[src/rtl/ov7670_stream_gen.sv]
// OV7670-style camera stream generator: PCLK at clk/2, VSYNC/HREF framing and RGB565
// test patterns, with all framing and data outputs launched on the PCLK falling edge.
module ov7670_stream_gen #(
    parameter int unsigned H_ACTIVE = 180,
    parameter int unsigned V_ACTIVE = 120,
    parameter int unsigned H_BLANK  = 144,
    parameter int unsigned VS_LINES = 3,
    parameter int unsigned V_BACK   = 17,
    parameter int unsigned V_FRONT  = 10
) (
    input  logic        clk,
    input  logic        rst,
    input  logic        enable,
    input  logic [1:0]  pattern_sel,
    input  logic [15:0] solid_color,
    output logic        PCLK,
    output logic        VSYNC,
    output logic        HREF,
    output logic [7:0]  D,
    output logic        busy,
    output logic        frame_done
);

    localparam int unsigned LINE_BYTES = 2 * H_ACTIVE + H_BLANK;
    localparam int unsigned HREF_BYTES = 2 * H_ACTIVE;
    localparam int unsigned MAX_A      = (VS_LINES > V_BACK) ? VS_LINES : V_BACK;
    localparam int unsigned MAX_B      = (V_ACTIVE > V_FRONT) ? V_ACTIVE : V_FRONT;
    localparam int unsigned MAX_LINES  = (MAX_A > MAX_B) ? MAX_A : MAX_B;
    localparam int unsigned BAR_W      = (H_ACTIVE / 8 > 0) ? H_ACTIVE / 8 : 1;
    localparam int unsigned COL_W      = $clog2(LINE_BYTES + 1);
    localparam int unsigned LINE_W     = $clog2(MAX_LINES + 1);
    localparam int unsigned X_W        = $clog2(LINE_BYTES + 1);
    localparam int unsigned BARP_W     = $clog2(BAR_W + 1);

    typedef enum logic [2:0] {
        S_IDLE,
        S_VSYNC,
        S_VBACK,
        S_ACTIVE,
        S_VFRONT
    } state_t;

    state_t              state_q, state_d;
    logic                pclk_q, pclk_d;
    logic [COL_W-1:0]    col_q, col_d;
    logic [LINE_W-1:0]   line_q, line_d;
    logic [X_W-1:0]      x_q, x_d;
    logic [BARP_W-1:0]   bar_pos_q, bar_pos_d;
    logic [3:0]          bar_idx_q, bar_idx_d;
    logic [1:0]          pat_q, pat_d;
    logic                vsync_q, vsync_d;
    logic                href_q, href_d;
    logic [7:0]          data_q, data_d;
    logic                busy_q, busy_d;
    logic                frame_done_q, frame_done_d;

    logic [LINE_W-1:0]   line_end;
    logic                col_last;
    logic                line_last;
    logic [15:0]         color;
    logic [4:0]          x5;
    logic [5:0]          y6;

    always_ff @(posedge clk) begin
        if (rst) begin
            state_q      <= S_IDLE;
            pclk_q       <= 1'b0;
            col_q        <= '0;
            line_q       <= '0;
            x_q          <= '0;
            bar_pos_q    <= '0;
            bar_idx_q    <= '0;
            pat_q        <= '0;
            vsync_q      <= 1'b0;
            href_q       <= 1'b0;
            data_q       <= 8'h00;
            busy_q       <= 1'b0;
            frame_done_q <= 1'b0;
        end else begin
            state_q      <= state_d;
            pclk_q       <= pclk_d;
            col_q        <= col_d;
            line_q       <= line_d;
            x_q          <= x_d;
            bar_pos_q    <= bar_pos_d;
            bar_idx_q    <= bar_idx_d;
            pat_q        <= pat_d;
            vsync_q      <= vsync_d;
            href_q       <= href_d;
            data_q       <= data_d;
            busy_q       <= busy_d;
            frame_done_q <= frame_done_d;
        end
    end

    always_comb begin
        state_d      = state_q;
        pclk_d       = pclk_q;
        col_d        = col_q;
        line_d       = line_q;
        x_d          = x_q;
        bar_pos_d    = bar_pos_q;
        bar_idx_d    = bar_idx_q;
        pat_d        = pat_q;
        vsync_d      = vsync_q;
        href_d       = href_q;
        data_d       = data_q;
        busy_d       = busy_q;
        frame_done_d = 1'b0;
        color        = 16'h0000;
        x5           = 5'(x_d);
        y6           = 6'(line_d);

        case (state_q)
            S_VSYNC:  line_end = LINE_W'(VS_LINES - 1);
            S_VBACK:  line_end = LINE_W'(V_BACK - 1);
            S_ACTIVE: line_end = LINE_W'(V_ACTIVE - 1);
            S_VFRONT: line_end = LINE_W'(V_FRONT - 1);
            default:  line_end = '0;
        endcase
        col_last  = (col_q == COL_W'(LINE_BYTES - 1));
        line_last = (line_q == line_end);

        // In IDLE an enable arms one PCLK high phase so the frame opens on a falling edge
        if (state_q == S_IDLE) begin
            pclk_d = pclk_q ? 1'b0 : enable;
        end else begin
            pclk_d = ~pclk_q;
        end

        if (!pclk_q) begin
            frame_done_d = (state_q == S_VFRONT) && col_last && line_last;
        end else begin
            if (state_q == S_IDLE) begin
                state_d = S_VSYNC;
                col_d   = '0;
                line_d  = '0;
                pat_d   = pattern_sel;
            end else begin
                col_d = col_last ? '0 : col_q + COL_W'(1);
                if (col_last) begin
                    line_d = line_last ? '0 : line_q + LINE_W'(1);
                    if (line_last) begin
                        case (state_q)
                            S_VSYNC:  state_d = S_VBACK;
                            S_VBACK:  state_d = S_ACTIVE;
                            S_ACTIVE: state_d = S_VFRONT;
                            S_VFRONT: begin
                                if (enable) begin
                                    state_d = S_VSYNC;
                                    pat_d   = pattern_sel;
                                end else begin
                                    state_d = S_IDLE;
                                end
                            end
                            default:  state_d = S_IDLE;
                        endcase
                    end
                end
            end

            // Pixel and bar counters advance on each even byte; bar index saturates at 8 (black)
            if (col_d == '0) begin
                x_d       = '0;
                bar_pos_d = '0;
                bar_idx_d = '0;
            end else if (!col_d[0]) begin
                x_d = x_q + X_W'(1);
                if (bar_idx_q != 4'd8) begin
                    if (bar_pos_q == BARP_W'(BAR_W - 1)) begin
                        bar_pos_d = '0;
                        bar_idx_d = bar_idx_q + 4'd1;
                    end else begin
                        bar_pos_d = bar_pos_q + BARP_W'(1);
                    end
                end
            end

            x5 = 5'(x_d);
            y6 = 6'(line_d);
            case (pat_d)
                2'd0: color = solid_color;
                2'd1: color = {x5, y6, ~x5};
                2'd2: color = (x5[3] ^ y6[3]) ? 16'hFFFF : 16'h0000;
                default: begin
                    case (bar_idx_d)
                        4'd0:    color = 16'hFFFF;
                        4'd1:    color = 16'hFFE0;
                        4'd2:    color = 16'h07FF;
                        4'd3:    color = 16'h07E0;
                        4'd4:    color = 16'hF81F;
                        4'd5:    color = 16'hF800;
                        4'd6:    color = 16'h001F;
                        default: color = 16'h0000;
                    endcase
                end
            endcase

            vsync_d = (state_d == S_VSYNC);
            href_d  = (state_d == S_ACTIVE) && (col_d < COL_W'(HREF_BYTES));
            data_d  = href_d ? (col_d[0] ? color[7:0] : color[15:8]) : 8'h00;
            busy_d  = (state_d != S_IDLE);
        end
    end

    assign PCLK       = pclk_q;
    assign VSYNC      = vsync_q;
    assign HREF       = href_q;
    assign D          = data_q;
    assign busy       = busy_q;
    assign frame_done = frame_done_q;

endmodule

[config.mk]
export PLATFORM = sky130hd
export DESIGN_NAME = ov7670_stream_gen
export DESIGN_NICKNAME = d
export VERILOG_FILES = /design/src/rtl/ov7670_stream_gen.sv
export SDC_FILE = /design/constraint.sdc
export NUM_CORES = 1
export LEC_CHECK = 0
export BUFFER_PORTS_ARGS = -buffer_cell sky130_fd_sc_hd__buf_2
export CORE_MARGIN = 1.5
export CORE_UTILIZATION = 35
export DETAILED_ROUTE_END_ITERATION = 8
export PLACE_DENSITY = 0.6
export SYNTH_ARGS = -nofsm -noshare
export SYNTH_HDL_FRONTEND = slang
export SYNTH_SLANG_ARGS = --single-unit
[constraint.sdc]
create_clock -name clk -period 3.8 [get_ports clk]
set_clock_uncertainty 0.2 [all_clocks]
set_input_delay 0.57 -clock clk [delete_from_list [all_inputs] [get_ports clk]]
set_output_delay 0.57 -clock clk [all_outputs]
set_load 0.01 [all_outputs]
==> impl_metrics.env, run 1 <==
export IMPL_drt_iter0_drc=107
export IMPL_die_h_um=97.0
export IMPL_tightest_slew_ns=0.821
export IMPL_area_growth_pct=13.0
export IMPL_ioPinCount=34
export IMPL_nFillCells=923
export IMPL_clk_pin_slew_worst_paths_ns=0.10
export IMPL_async_flop_share=0
export IMPL_syn_area_per_cell_um2=7.61
export IMPL_coreArea_um2=8640
export IMPL_cts_inserted_buffers=5
export IMPL_dp_cells=539
export IMPL_path_max_fanout=16
export IMPL_hold_violations=0
export IMPL_cts_root_buffer="clkbuf_8"
export IMPL_post_cts_buffers=0
export IMPL_initial_core_util=0.358
export IMPL_grt_pass1_vias=2946
export IMPL_drive_above_1_share=0.153
export IMPL_ys_ff_latch=48
export IMPL_power_density_nw_per_um2=321
export IMPL_irDropWorstVdd_mv=0.216
export IMPL_yosysSeqAreaShare=0.310
export IMPL_die_w_um=97.0
export IMPL_htreeDepth=2
export IMPL_ant_nets=0
export IMPL_relSlewSlack=0.450
export IMPL_cp_arrival_ns=3.52
export IMPL_multiInputGateArea_um2=2000
export IMPL_fin_area_um2=3500
export IMPL_grt_max_degree=26
export IMPL_syn_nets=435
export IMPL_drc_errors=0
export IMPL_whs_ns=0.250
export IMPL_placed_area_um2=3400
export IMPL_netlist_top_cells_count="54 x nand2_1, 52 x nor2_1, 48 x dfxtp_1"
export IMPL_path_class="register to register"
export IMPL_io_buffers=33
export IMPL_drt_total_wl_mm=8.54
export IMPL_track_usage=0.183
export IMPL_dr_total_vias=3116
export IMPL_final_setup_tns_ns=0
export IMPL_gp_congestion=0.870
export IMPL_fin_crit_ns=3.48
export IMPL_die_area_um2=9420
export IMPL_yosys_area_top_type="dfxtp_1"
export IMPL_critPathLaunchType="register"
export IMPL_rrSetupSlack_ns=0.32
export IMPL_synth_edff_count=0
export IMPL_power_uw=1120
export IMPL_clk_latency_ns=0.31
export IMPL_drv_slew=0
export IMPL_rsz0062_at_grt="no"
export IMPL_instances_no_fill=547
export IMPL_status="finished clean"
export IMPL_vias_per_cell=5.70
export IMPL_ctsLongestPathBuffers=2
export IMPL_ys_warn_count=0
export IMPL_diodes=0
export IMPL_syn_cell_area_um2=3100
export IMPL_seq_area_um2=961
export IMPL_required_ns=3.84
export IMPL_grt_first_pass_wirelength_mm=14.4
export IMPL_synth_top_flop_cell="dfxtp_1"
export IMPL_finalNetCount=466
export IMPL_cts_tree="built"
export IMPL_num_rows=34
export IMPL_clock_sinks=48
export IMPL_synthTopCellsByArea="dfxtp_1 31%, nand2_1 6.5%, nor2_1 6.3%"
export IMPL_end_kind="register"
export IMPL_firstDrtPassIters=5
export IMPL_leakage_uw=0.00133
export IMPL_fmax_ghz=0.287
export IMPL_hpwlAfterDp_mm=6.30
export IMPL_synth_most_common_cell="nand2_1"
export IMPL_antenna_found_initial=0
export IMPL_min_path_type="register to register"
export IMPL_routedWlPerCell_um=15.6
export IMPL_netlist_instances=407
export IMPL_synth_distinct_cells=62
export IMPL_grt_ovfl_total=0
export IMPL_post_route_period_util=0.916
export IMPL_max_cap_violations=0
export IMPL_netlist_area_leader_share=0.310
export IMPL_setup_viol=0
-- critical path: stages (launching register included) --
cell      delay [ns]
dfxtp_1         0.47
or3b_1          0.46
a21boi_0        0.32
o22a_1          0.30
nand4_1         0.14
a31oi_1         0.67
nor4_1          0.17
nor3_2          0.36
o21ai_0         0.21
o211ai_1        0.12
-- registers in the layout (all words and copies together), names as in the netlist, 2 cells and up --
name       count
col_q          9
D              8
line_q         7
bar_pos_q      5
x_q            5
bar_idx_q      4
state_q        3
pat_q          2
-- kinds of logic after synthesis --
logic type	synth area share
and+or+nand+nor	0.288
adders and majority gates	0.0283
muxes	0.0344
buffers and inverters	0.0453
xor gates and xnor gates	0.0566
DFF	0.310
AOI/OAI and AO/OA	0.237
-- timing repair --
item / 4_1_cts / 5_1_grt
hold buffers: 0 / 0
resized for setup: 0 / 3
setup endpoints to repair: 0 / 8
endpoints found under the hold margin: 0 / 0
-- path summary, 6_finish.rpt --
| check | from | to | cells after the start |
|---|---|---|---|
| max | state_q[0] | D[0] | 9 |
| min | HREF | HREF | 2 |
| max reg2reg | state_q[0] | D[0] | 9 |
| min reg2reg | HREF | HREF | 2 |
-- cell usage in the layout, fill, tap and decap left out, types with 4 or more instances in the layout --
master and count:
ha_1 7, nor2_1 51, o21ai_0 23, xnor2_1 8, a32oi_1 4, mux2i_1 8, xor2_1 12, a21oi_1 24
nand3_1 14, dfxtp_1 48, and3_1 4, buf_4 14, nand2_1 54, nand4_1 11, clkbuf_8 6, a22oi_1 7
buf_2 33, a22o_1 5, inv_1 10, nor3_1 18
-- routing by layer --
| layer | vias to the layer above | GRT usage | wire, um |
|---|---|---|---|
| li1 | 1548 | - | - |
| met1 | 1477 | 0.247 | 4140 |
| met2 | 78 | 0.297 | 3870 |
| met3 | 13 | 0.0311 | 383 |
| met4 | 0 | 0.0569 | 155 |
| met5 | - | 0 | 0 |
-- layout make-up --
class                      count  area share
clock buffer                   7      0.0247
clock inverter                 1     0.00215
inverter                      10      0.0107
multi-input combinational    326       0.572
sequential                    48       0.275
tap                          108      0.0386
timing repair buffer          47      0.0773
-- power breakdown --
part / total [uW] / internal, uW / switching (uW)
logic: 258 / 89.7 / 168
registers: 531 / 515 / 15.4
clock network: 335 / 149 / 187
total: 1120 / 754 / 371
-- through the flow --
step           setup slack [ns]   util
2_1_floorplan             0.893      -
3_3_place_gp              0.363  0.394
3_5_place_dp              0.282  0.394
4_1_cts                   0.230  0.404
5_1_grt              0.00000933  0.405
6_report                  0.318  0.405
Note: power is estimated with default switching activity, not from simulation.
==> run 2, diff against run 1 <==
- MAX_ROUTING_LAYER: unset -> met4
==> impl_metrics.env, run 2 (synthesized netlist as in run 1, its figures left out) <==
export IMPL_initial_core_util=0.358
export IMPL_post_cts_buffers=0
export IMPL_irDropWorstVdd_mv=0.137
export IMPL_status="finished clean"
export IMPL_finalNetCount=465
export IMPL_whs_ns=0.249
export IMPL_pwr_share_seq=0.450
export IMPL_grt_max_degree=26
export IMPL_post_route_period_util=0.900
export IMPL_cp_arrival_ns=3.42
export IMPL_grt_pass1_vias=2815
export IMPL_clk_latency_ns=0.31
export IMPL_coreArea_um2=8640
export IMPL_clk_pin_slew_worst_paths_ns=0.11
export IMPL_critPathLaunchType="register"
export IMPL_path_cells="ha_1, nand3_1, or3_1, and3_1, a31oi_1, nor2_2, a2111oi_1, nor3_1, a21oi_1, o21ai_0"
export IMPL_final_setup_tns_ns=0
export IMPL_die_area_um2=9420
export IMPL_ioPinCount=34
export IMPL_die_w_um=97.0
export IMPL_hpwlAfterDp_mm=6.10
export IMPL_min_path_type="register to register"
export IMPL_comb_power_share=0.218
export IMPL_relSlewSlack=0.583
export IMPL_multiInputGateArea_um2=2000
export IMPL_diodes=0
export IMPL_antenna_found_initial=0
export IMPL_clock_sinks=48
export IMPL_gp_congestion=0.897
export IMPL_cts_tree="built"
export IMPL_drc_errors=0
export IMPL_tightest_slew_ns=0.622
export IMPL_grt_first_pass_wirelength_mm=14.1
export IMPL_path_max_fanout=14
export IMPL_track_usage=0.185
export IMPL_end_kind="register"
export IMPL_path_class="register to register"
export IMPL_die_h_um=97.0
export IMPL_nFillCells=910
export IMPL_fmax_ghz=0.292
export IMPL_area_growth_pct=13.6
export IMPL_hold_buffers=0
export IMPL_vias_per_cell=5.66
export IMPL_drive_above_1_share=0.155
export IMPL_final_cell_mix="54 x nand2_1, 51 x nor2_1, 48 x dfxtp_1"
export IMPL_fin_crit_ns=3.42
export IMPL_cpPeakStageDelay_ns=0.55
export IMPL_p_int_uw=804
export IMPL_power_density_nw_per_um2=336
export IMPL_rsz0062_at_grt="no"
export IMPL_dr_total_vias=3091
export IMPL_num_rows=34
export IMPL_required_ns=3.80
export IMPL_clkPwrFrac=0.333
export IMPL_drt_iter0_drc=133
export IMPL_cts_inserted_buffers=5
export IMPL_drv_slew=0
export IMPL_grt_ovfl_total=0
export IMPL_cts_root_buffer="clkbuf_8"
export IMPL_ctsLongestPathBuffers=2
export IMPL_setup_viol=0
export IMPL_largest_reg_flops=9
export IMPL_top_register="col_q"
export IMPL_io_buffers=33
export IMPL_drt_total_wl_mm=8.42
export IMPL_p_switching_uw=378
export IMPL_critPathSlowestCell="a2111oi_1"
export IMPL_leakage_uw=0.00134
export IMPL_cts_resized_gates=0
export IMPL_final_common_cell="nand2_1"
export IMPL_firstDrtPassIters=4
export IMPL_ant_nets=0
export IMPL_seq_area_um2=961
export IMPL_routedWlPerCell_um=15.4
export IMPL_swShare=0.320
export IMPL_htreeDepth=2
export IMPL_hold_violations=0
export IMPL_max_cap_violations=0
run 2: worst paths after layout:
check / slack (ns) / end / startpoint / cells past startpoint
min reg2reg: 0.25 / HREF / HREF / 2
max reg2reg: 0.38 / D[5] / col_q[0] / 10
min: 0.25 / HREF / HREF / 2
max: 0.38 / D[5] / col_q[0] / 10
run 2: stage by stage:
stage | power (uW) | instance area, um2 | setup WS, ns | utilization | std cells
3_3_place_gp | 796 | 3390 | 0.360 | 0.393 | 538
2_1_floorplan | 712 | 3100 | 0.893 | - | 407
5_1_grt | 1240 | 3520 | 0.0377 | 0.407 | 546
4_1_cts | 1190 | 3510 | 0.212 | 0.406 | 546
6_report | 1180 | 3520 | 0.379 | 0.407 | 546
3_5_place_dp | 794 | 3390 | 0.244 | 0.393 | 538
run 2: area by class of cell:
cell class / count / area share
Multi-Input combinational cell: 326 / 0.570
Sequential cell: 48 / 0.273
Timing Repair Buffer: 46 / 0.0747
Tap cell: 108 / 0.0384
Clock buffer: 5 / 0.0196
Clock inverter: 3 / 0.0132
Inverter: 10 / 0.0107
run 2: worst max-delay path: cells and delay by family (launching register included):
kind | cells | cell delay (ns)
AOI/OAI and AO/OA | 4 | 1.17
and+or+nand+nor | 5 | 1.10
DFF | 1 | 0.49
adders and majority gates | 1 | 0.36
run 2: routing by layer:
layer  GRT usage  part of all wire
met1       0.255              0.50
met2       0.276              0.43
met3      0.0267             0.050
met4      0.0658             0.018
met5           -                 0
run 2: power by group through the flow:
| stage | Combinational (uW) | Sequential, uW | Clock [uW] |
|---|---|---|---|
| final | 257 | 532 | 393 |
| after global routing | 285 | 534 | 426 |
| after CTS | 254 | 532 | 407 |
| after detailed placement | 251 | 543 | 0 |
| after global placement | 254 | 543 | 0 |
| after floorplan | 173 | 539 | 0 |
==> run 3, diff against run 2 <==
- clock period: 3.8 -> 3.35 ns (I/O delays scaled with it)
==> impl_metrics.env, run 3 (synthesized netlist as in run 1, its figures left out) <==
export IMPL_cts_root_buffer="clkbuf_8"
export IMPL_dr_total_vias=3143
export IMPL_cts_inserted_buffers=5
export IMPL_whs_ns=0.241
export IMPL_tightest_slew_ns=0.543
export IMPL_final_cell_mix="54 x nand2_1, 51 x nor2_1, 48 x dfxtp_1"
export IMPL_post_route_period_util=0.929
export IMPL_hold_buffers=0
export IMPL_comb_power_share=0.239
export IMPL_setup_viol=0
export IMPL_htreeDepth=2
export IMPL_cts_tree="built"
export IMPL_p_int_uw=926
export IMPL_drt_iter0_drc=167
export IMPL_drc_errors=0
export IMPL_hpwlAfterDp_mm=6.39
export IMPL_clock_sinks=48
export IMPL_r2r_start="line_q[4]"
export IMPL_num_rows=34
export IMPL_critPathLaunchType="register"
export IMPL_die_w_um=97.0
export IMPL_fin_ws_ns=0.237
export IMPL_ant_nets=0
export IMPL_hold_path_startpoint="HREF"
export IMPL_finalNetCount=477
export IMPL_die_area_um2=9420
export IMPL_grt_max_degree=26
export IMPL_dp_slack_ns=0.251
export IMPL_grt_pass1_vias=3017
export IMPL_drv_slew=0
export IMPL_end_kind="register"
export IMPL_final_common_cell="nand2_1"
export IMPL_clk_pin_slew_worst_paths_ns=0.09
export IMPL_grt_first_pass_wirelength_mm=14.5
export IMPL_ctsLongestPathBuffers=2
export IMPL_ioPinCount=34
export IMPL_irDropWorstVdd_mv=0.134
export IMPL_top_register="col_q"
export IMPL_worstSetupStartpoint="line_q[4]"
export IMPL_power_density_nw_per_um2=371
export IMPL_rsz0062_at_grt="no"
export IMPL_fin_crit_ns=3.11
export IMPL_fmax_ghz=0.321
export IMPL_fin_util=0.417
export IMPL_drt_total_wl_mm=8.48
export IMPL_hold_violations=0
export IMPL_largest_reg_flops=9
export IMPL_firstDrtPassIters=4
export IMPL_status="finished clean"
export IMPL_leakage_uw=0.00139
export IMPL_coreArea_um2=8640
export IMPL_cp_arrival_ns=3.11
export IMPL_track_usage=0.191
export IMPL_pwr_share_seq=0.447
export IMPL_gp_congestion=0.960
export IMPL_clk_latency_ns=0.31
export IMPL_min_path_type="register to register"
export IMPL_swShare=0.307
export IMPL_required_ns=3.35
export IMPL_path_class="register to register"
export IMPL_grt_ovfl_total=0
export IMPL_antenna_found_initial=0
export IMPL_die_h_um=97.0
export IMPL_power_uw=1340
export IMPL_io_buffers=33
export IMPL_nFillCells=883
export IMPL_final_setup_tns_ns=0
export IMPL_max_cap_violations=0
export IMPL_area_growth_pct=16.3
export IMPL_clkPwrFrac=0.314
export IMPL_vias_per_cell=5.63
export IMPL_routedWlPerCell_um=15.2
export IMPL_initial_core_util=0.358
export IMPL_relSlewSlack=0.638
export IMPL_drive_above_1_share=0.178
export IMPL_path_max_fanout=7
export IMPL_diodes=0
export IMPL_p_switching_uw=411
[run 3: final cells by class]
class,instances,area (um2),share of cell area
Multi-Input combinational cell,326,2010,0.557
Clock buffer,6,72.6,0.0202
Sequential cell,48,961,0.267
Clock inverter,2,35.0,0.00973
Tap cell,108,135,0.0375
Timing Repair Buffer,58,353,0.0980
Inverter,10,37.5,0.0104
[run 3: worst paths after layout]
path / endpoint / slack [ns] / cells past startpoint
worst max-delay path: D[2] / 0.24 / 10
worst min-delay path: HREF / 0.24 / 2
worst max register to register: D[2] / 0.24 / 10
worst min register to register: HREF / 0.24 / 2
[run 3: power by group through the flow]
stage | Sequential [uW] | Combinational (uW) | Clock (uW)
2_1_floorplan | 611 | 196 | 0
3_3_place_gp | 610 | 314 | 0
3_5_place_dp | 611 | 315 | 0
4_1_cts | 598 | 317 | 438
5_1_grt | 600 | 355 | 461
6_report | 598 | 319 | 420
[run 3: what timing repair did]
item	CTS	global route
resized for setup	0	5
endpoints found under the hold margin	0	0
setup endpoints to repair	0	8
buffers inserted	0	1
[run 3: metrics by stage]
| stage | std cells | cell area [um2] |
|---|---|---|
| CTS | 557 | 3580 |
| finish | 558 | 3600 |
| detailed placement | 549 | 3470 |
| global route | 558 | 3600 |
| global placement | 549 | 3470 |
| floorplan | 407 | 3100 |
[run 3: worst max-delay path: stages, from the launching register on]
cell	delay, ns
dfxtp_1	0.39
or3_1	0.39
a211oi_2	0.35
nor2_1	0.09
or3b_4	0.44
mux2_4	0.33
o211ai_4	0.29
nor3_2	0.08
buf_4	0.17
o21ai_1	0.18
nand3_1	0.09
[run 3: per-layer routing]
| metal | GRT usage | share of wire | up-vias | routed length (um) |
|---|---|---|---|---|
| met1 | 0.251 | 0.48 | 1465 | 4040 |
| met5 | - | 0 | - | 0 |
| met2 | 0.299 | 0.46 | 101 | 3890 |
| met4 | 0.0702 | 0.014 | 0 | 116 |
| met3 | 0.0267 | 0.051 | 10 | 429 |
| li1 | - | - | 1567 | - |
